[config.mk]
export PLATFORM = sky130hd
export DESIGN_NAME = epb_master_flat
export DESIGN_NICKNAME = d
export VERILOG_FILES = /design/src/rtl/epb_pkg.sv /design/src/rtl/epb_master_if.sv /design/src/rtl/epb_phase_counter.sv /design/src/rtl/epb_master.sv /design/src/flat_wrapper.sv
export SDC_FILE = /design/constraint.sdc
export NUM_CORES = 1
export LEC_CHECK = 0
export CAP_MARGIN = 40
export CORE_ASPECT_RATIO = 0.6
export CORE_MARGIN = 4
export CORE_UTILIZATION = 47
export CTS_BUF_LIST = sky130_fd_sc_hd__clkbuf_8
export DETAILED_ROUTE_END_ITERATION = 8
export PLACE_DENSITY = 0.8
export REMOVE_ABC_BUFFERS = 1
export SKIP_LAST_GASP = 1
export SLEW_MARGIN = 20
export SYNTH_ARGS = -nofsm -noshare
export SYNTH_HDL_FRONTEND = slang
export SYNTH_HIERARCHICAL = 1
export SYNTH_SLANG_ARGS = --single-unit
export TNS_END_PERCENT = 10
[constraint.sdc]
create_clock -name clk -period 2.85 [get_ports clk]
set_clock_uncertainty 0.05 [all_clocks]
set_input_delay 0.57 -clock clk [delete_from_list [all_inputs] [get_ports clk]]
set_output_delay 0.57 -clock clk [all_outputs]
set_load 0.005 [all_outputs]
[src/rtl/epb_pkg.sv]
// Shared definitions for the Wishbone-to-EPB initiator: FSM state encoding,
// phase/timeout counter widths and the phase-length load helper.
package epb_pkg;

    localparam int PHASE_W = 4;
    localparam int TMO_W   = 8;

    typedef enum logic [2:0] {
        ST_IDLE   = 3'd0,
        ST_SETUP  = 3'd1,
        ST_STROBE = 3'd2,
        ST_HOLD   = 3'd3,
        ST_ACK    = 3'd4
    } state_t;

    typedef logic [PHASE_W-1:0] phase_t;

    // Down-counter reload value: a phase of N cycles ends when the count hits 0.
    function automatic phase_t phase_load(input int cycles);
        return phase_t'(cycles - 1);
    endfunction

endpackage

[src/rtl/epb_master_if.sv]
// Wishbone slave + EPB initiator signal bundle. epb_rdy/epb_timeout exist only
// when EPB_MASTER_RDY_EN is defined.
interface epb_master_if;

    logic       wb_cyc_i;
    logic       wb_stb_i;
    logic       wb_we_i;
    logic [4:0] wb_adr_i;
    logic [7:0] wb_dat_i;
    logic [7:0] wb_dat_o;
    logic       wb_ack_o;

    logic       epb_cs_n;
    logic       epb_we_n;
    logic       epb_oen_n;
    logic       epb_be_n;
    logic [4:0] epb_addr;
    logic [7:0] epb_data_o;
    logic       epb_data_oe;
    logic [7:0] epb_data_i;
`ifdef EPB_MASTER_RDY_EN
    logic       epb_rdy;
    logic       epb_timeout;
`endif

    // Bridge side: accepts Wishbone accesses and initiates EPB cycles.
    modport master (
`ifdef EPB_MASTER_RDY_EN
        input  epb_rdy,
        output epb_timeout,
`endif
        input  wb_cyc_i, wb_stb_i, wb_we_i, wb_adr_i, wb_dat_i, epb_data_i,
        output wb_dat_o, wb_ack_o, epb_cs_n, epb_we_n, epb_oen_n, epb_be_n,
        output epb_addr, epb_data_o, epb_data_oe
    );

    // Environment side: Wishbone host plus EPB target.
    modport slave (
`ifdef EPB_MASTER_RDY_EN
        output epb_rdy,
        input  epb_timeout,
`endif
        output wb_cyc_i, wb_stb_i, wb_we_i, wb_adr_i, wb_dat_i, epb_data_i,
        input  wb_dat_o, wb_ack_o, epb_cs_n, epb_we_n, epb_oen_n, epb_be_n,
        input  epb_addr, epb_data_o, epb_data_oe
    );

endinterface

[src/rtl/epb_phase_counter.sv]
// Shared phase down-counter: load has priority, decrement saturates at zero so
// the zero flag stays up while the FSM lingers in a phase.
module epb_phase_counter
    import epb_pkg::*;
(
    input  logic   clk,
    input  logic   reset_n,
    input  logic   load,
    input  phase_t load_val,
    input  logic   dec,
    output logic   zero
);

    phase_t cnt_reg;

    always_ff @(posedge clk or negedge reset_n) begin
        if (!reset_n) begin
            cnt_reg <= '0;
        end else if (load) begin
            cnt_reg <= load_val;
        end else if (dec && (cnt_reg != '0)) begin
            cnt_reg <= cnt_reg - 1'b1;
        end
    end

    assign zero = (cnt_reg == '0);

endmodule

[src/rtl/epb_master.sv]
// Wishbone-to-EPB initiator: one 8-bit access becomes a SETUP/STROBE/HOLD EPB
// cycle. Define EPB_MASTER_RDY_EN to extend STROBE on epb_rdy with a timeout.
module epb_master
    import epb_pkg::*;
#(
    parameter int SETUP_CYCLES   = 2,
    parameter int STROBE_CYCLES  = 4,
    parameter int HOLD_CYCLES    = 1,
    parameter int TIMEOUT_CYCLES = 255
) (
    input  logic         clk,
    input  logic         reset_n,
    epb_master_if.master bus
);

    if (SETUP_CYCLES < 1 || SETUP_CYCLES > 15 || STROBE_CYCLES < 1 || STROBE_CYCLES > 15 ||
        HOLD_CYCLES < 1 || HOLD_CYCLES > 15 || TIMEOUT_CYCLES < 1 || TIMEOUT_CYCLES > 255) begin : g_bad_cfg
        $error("epb_master: phase or timeout length out of range");
    end

    localparam phase_t SETUP_LOAD  = phase_load(SETUP_CYCLES);
    localparam phase_t STROBE_LOAD = phase_load(STROBE_CYCLES);
    localparam phase_t HOLD_LOAD   = phase_load(HOLD_CYCLES);

    state_t     state_reg, state_next;
    logic [4:0] addr_reg, addr_next;
    logic [7:0] wdat_reg, wdat_next;
    logic [7:0] rdat_reg, rdat_next;
    logic       we_reg, we_next;
    logic       alive_reg, alive_next;
    logic       cs_n_reg, cs_n_next;
    logic       we_n_reg, we_n_next;
    logic       oen_n_reg, oen_n_next;
    logic       be_n_reg, be_n_next;
    logic       oe_reg, oe_next;
    logic       ack_reg, ack_next;

    logic       ph_load, ph_dec, ph_zero;
    phase_t     ph_load_val;
    logic       strobe_done, strobe_expired;

    epb_phase_counter u_phase (
        .clk      (clk),
        .reset_n  (reset_n),
        .load     (ph_load),
        .load_val (ph_load_val),
        .dec      (ph_dec),
        .zero     (ph_zero)
    );

`ifdef EPB_MASTER_RDY_EN
    localparam logic [TMO_W-1:0] TMO_LIMIT = TMO_W'(TIMEOUT_CYCLES);

    logic [TMO_W-1:0] tmo_cnt_reg, tmo_cnt_next;
    logic             timeout_reg, timeout_next;

    // tmo_cnt counts STROBE cycles starting at 1; a late rdy on the limit edge still wins.
    assign strobe_done    = (ph_zero && bus.epb_rdy) || (tmo_cnt_reg == TMO_LIMIT);
    assign strobe_expired = (tmo_cnt_reg == TMO_LIMIT) && !(ph_zero && bus.epb_rdy);
    assign bus.epb_timeout = timeout_reg;
`else
    assign strobe_done    = ph_zero;
    assign strobe_expired = 1'b0;
`endif

    always_comb begin
        state_next  = state_reg;
        addr_next   = addr_reg;
        wdat_next   = wdat_reg;
        rdat_next   = rdat_reg;
        we_next     = we_reg;
        alive_next  = alive_reg;
        cs_n_next   = cs_n_reg;
        we_n_next   = we_n_reg;
        oen_n_next  = oen_n_reg;
        be_n_next   = be_n_reg;
        oe_next     = oe_reg;
        ack_next    = 1'b0;
        ph_load     = 1'b0;
        ph_load_val = '0;
        ph_dec      = 1'b0;
`ifdef EPB_MASTER_RDY_EN
        tmo_cnt_next = tmo_cnt_reg;
        timeout_next = timeout_reg;
`endif
        // An abort anywhere in the EPB cycle only suppresses the ack.
        if (state_reg == ST_SETUP || state_reg == ST_STROBE || state_reg == ST_HOLD) begin
            alive_next = alive_reg && bus.wb_cyc_i;
        end

        case (state_reg)
            ST_IDLE: begin
                if (bus.wb_cyc_i && bus.wb_stb_i && !ack_reg) begin
                    state_next  = ST_SETUP;
                    addr_next   = bus.wb_adr_i;
                    we_next     = bus.wb_we_i;
                    alive_next  = 1'b1;
                    cs_n_next   = 1'b0;
                    ph_load     = 1'b1;
                    ph_load_val = SETUP_LOAD;
                    if (bus.wb_we_i) begin
                        oe_next   = 1'b1;
                        wdat_next = bus.wb_dat_i;
                    end
                end
            end
            ST_SETUP: begin
                ph_dec = 1'b1;
                if (ph_zero) begin
                    state_next  = ST_STROBE;
                    be_n_next   = 1'b0;
                    we_n_next   = !we_reg;
                    oen_n_next  = we_reg;
                    ph_load     = 1'b1;
                    ph_load_val = STROBE_LOAD;
`ifdef EPB_MASTER_RDY_EN
                    tmo_cnt_next = TMO_W'(1);
`endif
                end
            end
            ST_STROBE: begin
                ph_dec = 1'b1;
`ifdef EPB_MASTER_RDY_EN
                tmo_cnt_next = tmo_cnt_reg + 1'b1;
                if (strobe_expired) begin
                    timeout_next = 1'b1;
                end
`endif
                if (strobe_done) begin
                    state_next  = ST_HOLD;
                    we_n_next   = 1'b1;
                    oen_n_next  = 1'b1;
                    be_n_next   = 1'b1;
                    ph_load     = 1'b1;
                    ph_load_val = HOLD_LOAD;
                    if (!we_reg) begin
                        rdat_next = strobe_expired ? 8'hFF : bus.epb_data_i;
                    end
                end
            end
            ST_HOLD: begin
                ph_dec = 1'b1;
                if (ph_zero) begin
                    state_next = ST_ACK;
                    cs_n_next  = 1'b1;
                    oe_next    = 1'b0;
                    ack_next   = alive_reg && bus.wb_cyc_i;
                end
            end
            ST_ACK: begin
                state_next = ST_IDLE;
            end
            default: begin
                state_next = ST_IDLE;
            end
        endcase
    end

    always_ff @(posedge clk or negedge reset_n) begin
        if (!reset_n) begin
            state_reg <= ST_IDLE;
            addr_reg  <= '0;
            wdat_reg  <= '0;
            rdat_reg  <= '0;
            we_reg    <= 1'b0;
            alive_reg <= 1'b0;
            cs_n_reg  <= 1'b1;
            we_n_reg  <= 1'b1;
            oen_n_reg <= 1'b1;
            be_n_reg  <= 1'b1;
            oe_reg    <= 1'b0;
            ack_reg   <= 1'b0;
`ifdef EPB_MASTER_RDY_EN
            tmo_cnt_reg <= '0;
            timeout_reg <= 1'b0;
`endif
        end else begin
            state_reg <= state_next;
            addr_reg  <= addr_next;
            wdat_reg  <= wdat_next;
            rdat_reg  <= rdat_next;
            we_reg    <= we_next;
            alive_reg <= alive_next;
            cs_n_reg  <= cs_n_next;
            we_n_reg  <= we_n_next;
            oen_n_reg <= oen_n_next;
            be_n_reg  <= be_n_next;
            oe_reg    <= oe_next;
            ack_reg   <= ack_next;
`ifdef EPB_MASTER_RDY_EN
            tmo_cnt_reg <= tmo_cnt_next;
            timeout_reg <= timeout_next;
`endif
        end
    end

    assign bus.wb_dat_o    = rdat_reg;
    assign bus.wb_ack_o    = ack_reg;
    assign bus.epb_cs_n    = cs_n_reg;
    assign bus.epb_we_n    = we_n_reg;
    assign bus.epb_oen_n   = oen_n_reg;
    assign bus.epb_be_n    = be_n_reg;
    assign bus.epb_addr    = addr_reg;
    assign bus.epb_data_o  = wdat_reg;
    assign bus.epb_data_oe = oe_reg;

endmodule
[src/flat_wrapper.sv]
// flat-port wrapper written by rule: the top's interface ports become plain ports
module epb_master_flat import epb_pkg::*;
#(
    parameter int SETUP_CYCLES   = 2,
    parameter int STROBE_CYCLES  = 4,
    parameter int HOLD_CYCLES    = 1,
    parameter int TIMEOUT_CYCLES = 255
)
  (clk, reset_n, bus_wb_cyc_i, bus_wb_stb_i, bus_wb_we_i, bus_wb_adr_i, bus_wb_dat_i, bus_epb_data_i, bus_wb_dat_o, bus_wb_ack_o, bus_epb_cs_n, bus_epb_we_n, bus_epb_oen_n, bus_epb_be_n, bus_epb_addr, bus_epb_data_o, bus_epb_data_oe);
  epb_master_if bus_i ();
  input  logic clk;
  input  logic reset_n;
  input wire logic [$bits(bus_i.wb_cyc_i)-1:0] bus_wb_cyc_i;
  input wire logic [$bits(bus_i.wb_stb_i)-1:0] bus_wb_stb_i;
  input wire logic [$bits(bus_i.wb_we_i)-1:0] bus_wb_we_i;
  input wire logic [$bits(bus_i.wb_adr_i)-1:0] bus_wb_adr_i;
  input wire logic [$bits(bus_i.wb_dat_i)-1:0] bus_wb_dat_i;
  input wire logic [$bits(bus_i.epb_data_i)-1:0] bus_epb_data_i;
  output wire logic [$bits(bus_i.wb_dat_o)-1:0] bus_wb_dat_o;
  output wire logic [$bits(bus_i.wb_ack_o)-1:0] bus_wb_ack_o;
  output wire logic [$bits(bus_i.epb_cs_n)-1:0] bus_epb_cs_n;
  output wire logic [$bits(bus_i.epb_we_n)-1:0] bus_epb_we_n;
  output wire logic [$bits(bus_i.epb_oen_n)-1:0] bus_epb_oen_n;
  output wire logic [$bits(bus_i.epb_be_n)-1:0] bus_epb_be_n;
  output wire logic [$bits(bus_i.epb_addr)-1:0] bus_epb_addr;
  output wire logic [$bits(bus_i.epb_data_o)-1:0] bus_epb_data_o;
  output wire logic [$bits(bus_i.epb_data_oe)-1:0] bus_epb_data_oe;
  assign bus_i.wb_cyc_i = bus_wb_cyc_i;
  assign bus_i.wb_stb_i = bus_wb_stb_i;
  assign bus_i.wb_we_i = bus_wb_we_i;
  assign bus_i.wb_adr_i = bus_wb_adr_i;
  assign bus_i.wb_dat_i = bus_wb_dat_i;
  assign bus_i.epb_data_i = bus_epb_data_i;
  assign bus_wb_dat_o = bus_i.wb_dat_o;
  assign bus_wb_ack_o = bus_i.wb_ack_o;
  assign bus_epb_cs_n = bus_i.epb_cs_n;
  assign bus_epb_we_n = bus_i.epb_we_n;
  assign bus_epb_oen_n = bus_i.epb_oen_n;
  assign bus_epb_be_n = bus_i.epb_be_n;
  assign bus_epb_addr = bus_i.epb_addr;
  assign bus_epb_data_o = bus_i.epb_data_o;
  assign bus_epb_data_oe = bus_i.epb_data_oe;
  epb_master #(.SETUP_CYCLES(SETUP_CYCLES), .STROBE_CYCLES(STROBE_CYCLES), .HOLD_CYCLES(HOLD_CYCLES), .TIMEOUT_CYCLES(TIMEOUT_CYCLES)) u_core (.clk(clk), .reset_n(reset_n), .bus(bus_i));
endmodule
==> flow_summary.json, run 1 <==
{
  "status": "finished clean",
  "ys_ff_latch": 36,
  "max_slew_margin_pct": 56.89,
  "startpoint": "u_core/u_phase/cnt_reg[0]$_DFFE_PN0P_",
  "mappedNetlistArea_um2": 1615,
  "dieHeight_um": 53.41,
  "grt_pass1_vias": 1155,
  "drtIter0Drc": 22,
  "cts_tree": "built",
  "reg2reg_depth": 6,
  "layout_setup_ws_ns": 0.4034,
  "clk_path_buf_depth": 2,
  "overflow": 0,
  "hold_viol": 0,
  "ff2ff_setup_slack_ns": 0.40,
  "fin_tns_setup_ns": 0,
  "max_slew.worst_pin.slew_ns": 0.6438,
  "synth.most_common_cell": "dfrtp_1",
  "insertion_delay_ns": 0.29,
  "portBuffers": 52,
  "synth-async-reset-ratio_pct": 100.0,
  "power_density_nw_per_um2": 1101,
  "drt_pass1_iterations": 4,
  "yosys.area.top_type": "dfrtp_1",
  "vias": 1162,
  "grt_pass1_wl_um": 5658,
  "synth_cell_types": 42,
  "r2r_end": "u_core/bus.wb_dat_o[6]$_DFFE_PN0P_",
  "yosysWarnings": 6,
  "track_usage_pct": 16.93,
  "avgSynthCellArea_um2": 13.13,
  "crit_end": "u_core/bus.wb_dat_o[6]$_DFFE_PN0P_",
  "ant_nets": 0,
  "synth_edf_count": 0,
  "nets": 208,
  "cts_hold_buf": 0,
  "yosys-top-cells-count": "dfrtp_1, mux2_2, mux2_4, nand2_1",
  "fillers": 241,
  "pin_count": 53,
  "ir_drop_uv": 654.7,
  "clk_pin_slew_ns": 0.07,
  "rsz0062_at_grt": "no",
  "synthFlopType": "dfrtp_1",
  "post_cts_buffers": 0,
  "drive_gt1_share_pct": 24.18,
  "timing.critical_path.from_type": "flip-flop",
  "num_rows": 16,
  "drt_wl_total_um": 3509,
  "hp-class": "flip-flop to flip-flop",
  "wire_per_inst_um": 15.46,
  "critPathMaxFanout": 10,
  "drc": 0,
  "grt_antenna_before_repair": 0,
  "dp_hpwl_um": 2583,
  "period_share_pct": 85.85,
  "syn_inst": 123,
  "cts_sinks": 36,
  "clockRootBuffer": "clkbuf_8",
  "required_ns": 2.97,
  "setup-violations-final": 0,
  "worstSetupEndpointType": "flip-flop",
  "fin_crit_ns": 2.447,
  "numCtsBuffers": 5,
  "cts.repair.resized": 0,
  "cap_violations": 0,
  "syn_to_final_growth_pct": 42.53,
  "diodes": 0,
  "worstReg2RegStart": "u_core/u_phase/cnt_reg[0]$_DFFE_PN0P_",
  "core_um2": 3283,
  "fmax_ghz": 0.4087,
  "dp_slack_ns": 0.4480,
  "synthTopCellsByArea": "dfrtp_1, mux2_2, mux2_4",
  "vias_per_cell": 5.119,
  "critPathArrivalTime_ns": 2.57,
  "drv_slew": 0,
  "die_w_um": 83.69,
  "gp_congestion": 0.8227,
  "htreeDepth": 2,
  "start_util_pct": 49.20,
  "die_area_um2": 4470,
  "critPathKind": "flip-flop to flip-flop",
  "yosysSeqAreaShare_pct": 56.08,
  "p_leak_nw": 1.012,
  "synth_top_area_share_pct": 49.57,
  "grt_max_degree": 37
}
[cell usage in the layout (no fill, tap or decap), types with 2 or more instances in the layout]
cell	instances
nand2_1	8
conb_1	2
dfstp_2	4
nand2b_1	2
clkdlybuf4s50_1	52
inv_1	4
a21oi_1	4
mux2_2	13
mux2_4	8
o21ai_0	5
o21a_1	2
a2bb2oi_1	2
nor2_1	5
and3_1	2
clkbuf_8	7
dfrtp_1	32
nor3_1	2
a31oi_1	2
buf_4	2
[layer usage]
| layer | wire (um) | GRT usage (%) | vias to the layer above |
|---|---|---|---|
| li1 | - | - | 553 |
| met1 | 1474 | 19.19 | 553 |
| met4 | 56 | 9.626 | 0 |
| met3 | 373 | 7.621 | 6 |
| met2 | 1605 | 27.04 | 50 |
| met5 | 0 | 0 | - |
[through the flow]
stage	power (W)	std cells	hold WS (ns)	util [%]	cell area, um^2
6_report	0.002534	227	0.4565	70.12	2302
5_1_grt	0.002699	227	0.4702	70.12	2302
4_1_cts	0.002561	227	0.4515	70.12	2302
3_5_place_dp	0.002063	219	0.4328	66.27	2176
3_3_place_gp	0.001998	219	0.4245	66.27	2176
2_1_floorplan	0.001499	120	0.2244	-	1584
[area by class of cell]
class | instances | area (um^2) | share of cell area, %
inverter | 5 | 18.77 | 0.8152
timing repair buffer | 54 | 535.5 | 23.26
clock inverter | 1 | 30.03 | 1.304
tap | 45 | 56.30 | 2.446
sequential | 36 | 905.9 | 39.35
clock buffer | 7 | 96.34 | 4.185
multi-input combinational | 79 | 659.4 | 28.64
[power by group]
group          internal (W)  switching (W)  leakage (nW)  total (W)
registers          0.000775       0.000184         0.429   0.000959
logic              0.000698       0.000395         0.519    0.00109
clock network      0.000308       0.000174        0.0645   0.000483
[worst min-delay path by stage]
stage	start	end	slack [ns]	cells past startpoint
after global placement	u_core/alive_reg$_DFF_PN0_	u_core/alive_reg$_DFF_PN0_	0.42	2
after floorplan	reset_n	u_core/alive_reg$_DFF_PN0_	0.22	0
after global routing	u_core/bus.epb_addr[2]$_DFFE_PN0P_	u_core/bus.epb_addr[2]$_DFFE_PN0P_	0.47	1
final	u_core/alive_reg$_DFF_PN0_	u_core/alive_reg$_DFF_PN0_	0.46	2
after detailed placement	u_core/alive_reg$_DFF_PN0_	u_core/alive_reg$_DFF_PN0_	0.43	2
after CTS	u_core/alive_reg$_DFF_PN0_	u_core/alive_reg$_DFF_PN0_	0.45	2
[critical path, cell delays in order (launching register included)]
cell      delay (ns)
dfrtp_1         0.42
inv_1           0.07
ha_1            0.19
nor3b_2         0.57
nand2b_4        0.13
or4_4           0.55
mux2_4          0.34
[cells by family (layout without fill, tap and decap cells)]
group	Yosys count	count (layout)	synth area share [%]
mux	21	21	16.50
buf+inv	9	67	3.330
other cells	1	2	0.2322
fa+ha+maj	1	1	0.7745
compound gates	22	22	9.528
simple gates	33	33	13.56
flops	36	36	56.08
Note: power is estimated with default switching activity, not from simulation.
==> run 2: changes to the inputs <==
--- a/config.mk
+++ b/config.mk
@@ -6,12 +6,12 @@
 export NUM_CORES = 1
 export LEC_CHECK = 0
 export CAP_MARGIN = 40
-export CORE_ASPECT_RATIO = 0.6
 export CORE_MARGIN = 4
-export CORE_UTILIZATION = 47
+export CORE_UTILIZATION = 61
 export CTS_BUF_LIST = sky130_fd_sc_hd__clkbuf_8
 export DETAILED_ROUTE_END_ITERATION = 8
-export PLACE_DENSITY = 0.8
+export DONT_BUFFER_PORTS = 1
+export PLACE_DENSITY = 0.75
 export REMOVE_ABC_BUFFERS = 1
 export SKIP_LAST_GASP = 1
 export SLEW_MARGIN = 20
==> run 2 against run 1 <==
Net effect: total power decreased by 19%; hold slack lost 0.41 ns; critical path type unchanged; critical path depth unchanged; core utilization shrank 0.30 points; highest routed layer unchanged; die area is 21% lower; via count is 14% lower; design area shrank 24%; setup slack improved by 0.016 ns; non-clock buffer count shrank 52; register-to-register slack improved by 0.02 ns.
==> flow_summary.json, run 2 (synthesis gave the netlist of run 1 again) <==
{
  "max_slew.worst_pin.slew_ns": 0.6018,
  "hp-class": "input port to async pin",
  "fin_crit_ns": 2.431,
  "vias_per_cell": 6.219,
  "clk_pin_slew_ns": 0.07,
  "drt_wl_total_um": 2988,
  "worstSetupEndpointType": "flip-flop",
  "reg2reg_depth": 6,
  "overflow": 0,
  "hold_viol": 0,
  "numCtsBuffers": 5,
  "timing.critical_path.from_type": "flip-flop",
  "dieHeight_um": 59.46,
  "drt_pass1_iterations": 4,
  "ant_nets": 0,
  "final_common_cell": "dfrtp_1",
  "die_w_um": 59.46,
  "drtIter0Drc": 27,
  "max_slew_margin_pct": 59.70,
  "drive_gt1_share_pct": 33.85,
  "cap_violations": 0,
  "syn_to_final_growth_pct": 8.056,
  "pin_count": 53,
  "rsz0062_at_grt": "no",
  "clk_path_buf_depth": 2,
  "grt_max_degree": 33,
  "critPathArrivalTime_ns": 2.55,
  "ff2ff_setup_slack_ns": 0.42,
  "grt_pass1_wl_um": 4719,
  "fmax_ghz": 0.4114,
  "p_leak_nw": 0.8020,
  "fillers": 177,
  "power_density_nw_per_um2": 1170,
  "gp_congestion": 0.8548,
  "grt_pass1_vias": 1034,
  "status": "finished clean",
  "clockRootBuffer": "clkbuf_8",
  "totalPowerFinal_w": 0.002042,
  "setup-violations-final": 0,
  "dp_hpwl_um": 2124,
  "grt_antenna_before_repair": 0,
  "critPathKind": "flip-flop to flip-flop",
  "drc": 0,
  "required_ns": 2.97,
  "wire_per_inst_um": 18.68,
  "post_cts_buffers": 0,
  "cts.repair.resized": 0,
  "ir_drop_uv": 752.2,
  "start_util_pct": 64.61,
  "nets": 156,
  "hold_slack_ns": 0.04975,
  "cts_tree": "built",
  "drv_slew": 0,
  "vias": 995,
  "fin_tns_setup_ns": 0,
  "insertion_delay_ns": 0.29,
  "die_area_um2": 3535,
  "cts_hold_buf": 1,
  "diodes": 0,
  "worstReg2RegStart": "u_core/u_phase/cnt_reg[0]$_DFFE_PN0P_",
  "htreeDepth": 2,
  "num_rows": 18,
  "portBuffers": 0,
  "cts_sinks": 36,
  "period_share_pct": 85.29,
  "final_cell_mix": "dfrtp_1, mux2_2, nand2_1, mux2_4, clkbuf_8",
  "critPathMaxFanout": 10,
  "core_um2": 2500,
  "r2r_end": "u_core/bus.wb_dat_o[7]$_DFFE_PN0P_",
  "track_usage_pct": 18.61
}
run 2: power by group:
part           internal [W]  leakage (nW)  total, W  switching, W
Combinational      0.000374         0.321  0.000662      0.000288
Clock              0.000197        0.0516  0.000375      0.000178
Sequential         0.000777         0.429   0.00100      0.000227
run 2: worst max-delay path by stage:
stage / start / endpoint / slack [ns] / cells past startpoint
3_3_place_gp: u_core/u_phase/cnt_reg[0]$_DFFE_PN0P_ / u_core/bus.wb_dat_o[3]$_DFFE_PN0P_ / 0.58 / 6
4_1_cts: u_core/u_phase/cnt_reg[0]$_DFFE_PN0P_ / u_core/bus.wb_dat_o[7]$_DFFE_PN0P_ / 0.44 / 6
6_report: u_core/u_phase/cnt_reg[0]$_DFFE_PN0P_ / u_core/bus.wb_dat_o[7]$_DFFE_PN0P_ / 0.42 / 6
2_1_floorplan: u_core/u_phase/cnt_reg[0]$_DFFE_PN0P_ / u_core/u_phase/cnt_reg[3]$_DFFE_PN0P_ / 0.53 / 7
3_5_place_dp: u_core/u_phase/cnt_reg[0]$_DFFE_PN0P_ / u_core/bus.wb_dat_o[7]$_DFFE_PN0P_ / 0.45 / 6
5_1_grt: u_core/u_phase/cnt_reg[0]$_DFFE_PN0P_ / u_core/bus.wb_dat_o[1]$_DFFE_PN0P_ / 0.32 / 6
run 2: cell type report:
class / instances / area (um^2) / area share [%]
Clock buffer: 6 / 82.58 / 4.731
Clock inverter: 2 / 13.76 / 0.7885
Inverter: 5 / 18.77 / 1.075
Multi-Input combinational cell: 79 / 659.4 / 37.78
Sequential cell: 36 / 905.9 / 51.90
Tap cell: 30 / 37.54 / 2.151
Timing Repair Buffer: 2 / 27.53 / 1.577
run 2: per-layer routing:
layer	wire, um	track usage [%]
met1	1119	20.17
met2	1509	30.27
met3	279	7.190
met4	79	11.65
met5	0	0
run 2: stage by stage:
stage | setup WS, ns | area (um^2) | instances | util [%]
global placement | 0.5850 | 1629 | 151 | 65.17
floorplan | 0.5294 | 1584 | 120 | -
finish | 0.4191 | 1745 | 160 | 69.82
global route | 0.3200 | 1745 | 160 | 69.82
detailed placement | 0.4543 | 1629 | 151 | 65.17
CTS | 0.4353 | 1745 | 160 | 69.82
run 2: worst max-delay path: stages (launching register included):
cell	delay, ns
dfrtp_1	0.42
inv_1	0.08
ha_1	0.21
nor3b_2	0.54
nand2b_4	0.13
or4_4	0.54
mux2_4	0.34
==> run 3: changes to the inputs <==
--- a/config.mk
+++ b/config.mk
@@ -5,6 +5,7 @@
 export SDC_FILE = /design/constraint.sdc
 export NUM_CORES = 1
 export LEC_CHECK = 0
+export ABC_CLOCK_PERIOD_IN_PS = 2850
 export CAP_MARGIN = 40
 export CORE_MARGIN = 4
 export CORE_UTILIZATION = 61
@@ -19,4 +20,4 @@
 export SYNTH_HDL_FRONTEND = slang
 export SYNTH_HIERARCHICAL = 1
 export SYNTH_SLANG_ARGS = --single-unit
-export TNS_END_PERCENT = 10
+export TNS_END_PERCENT = 50
==> results of run 3 <==
The final DEF is identical to that of run 2; final timing and power are the same.
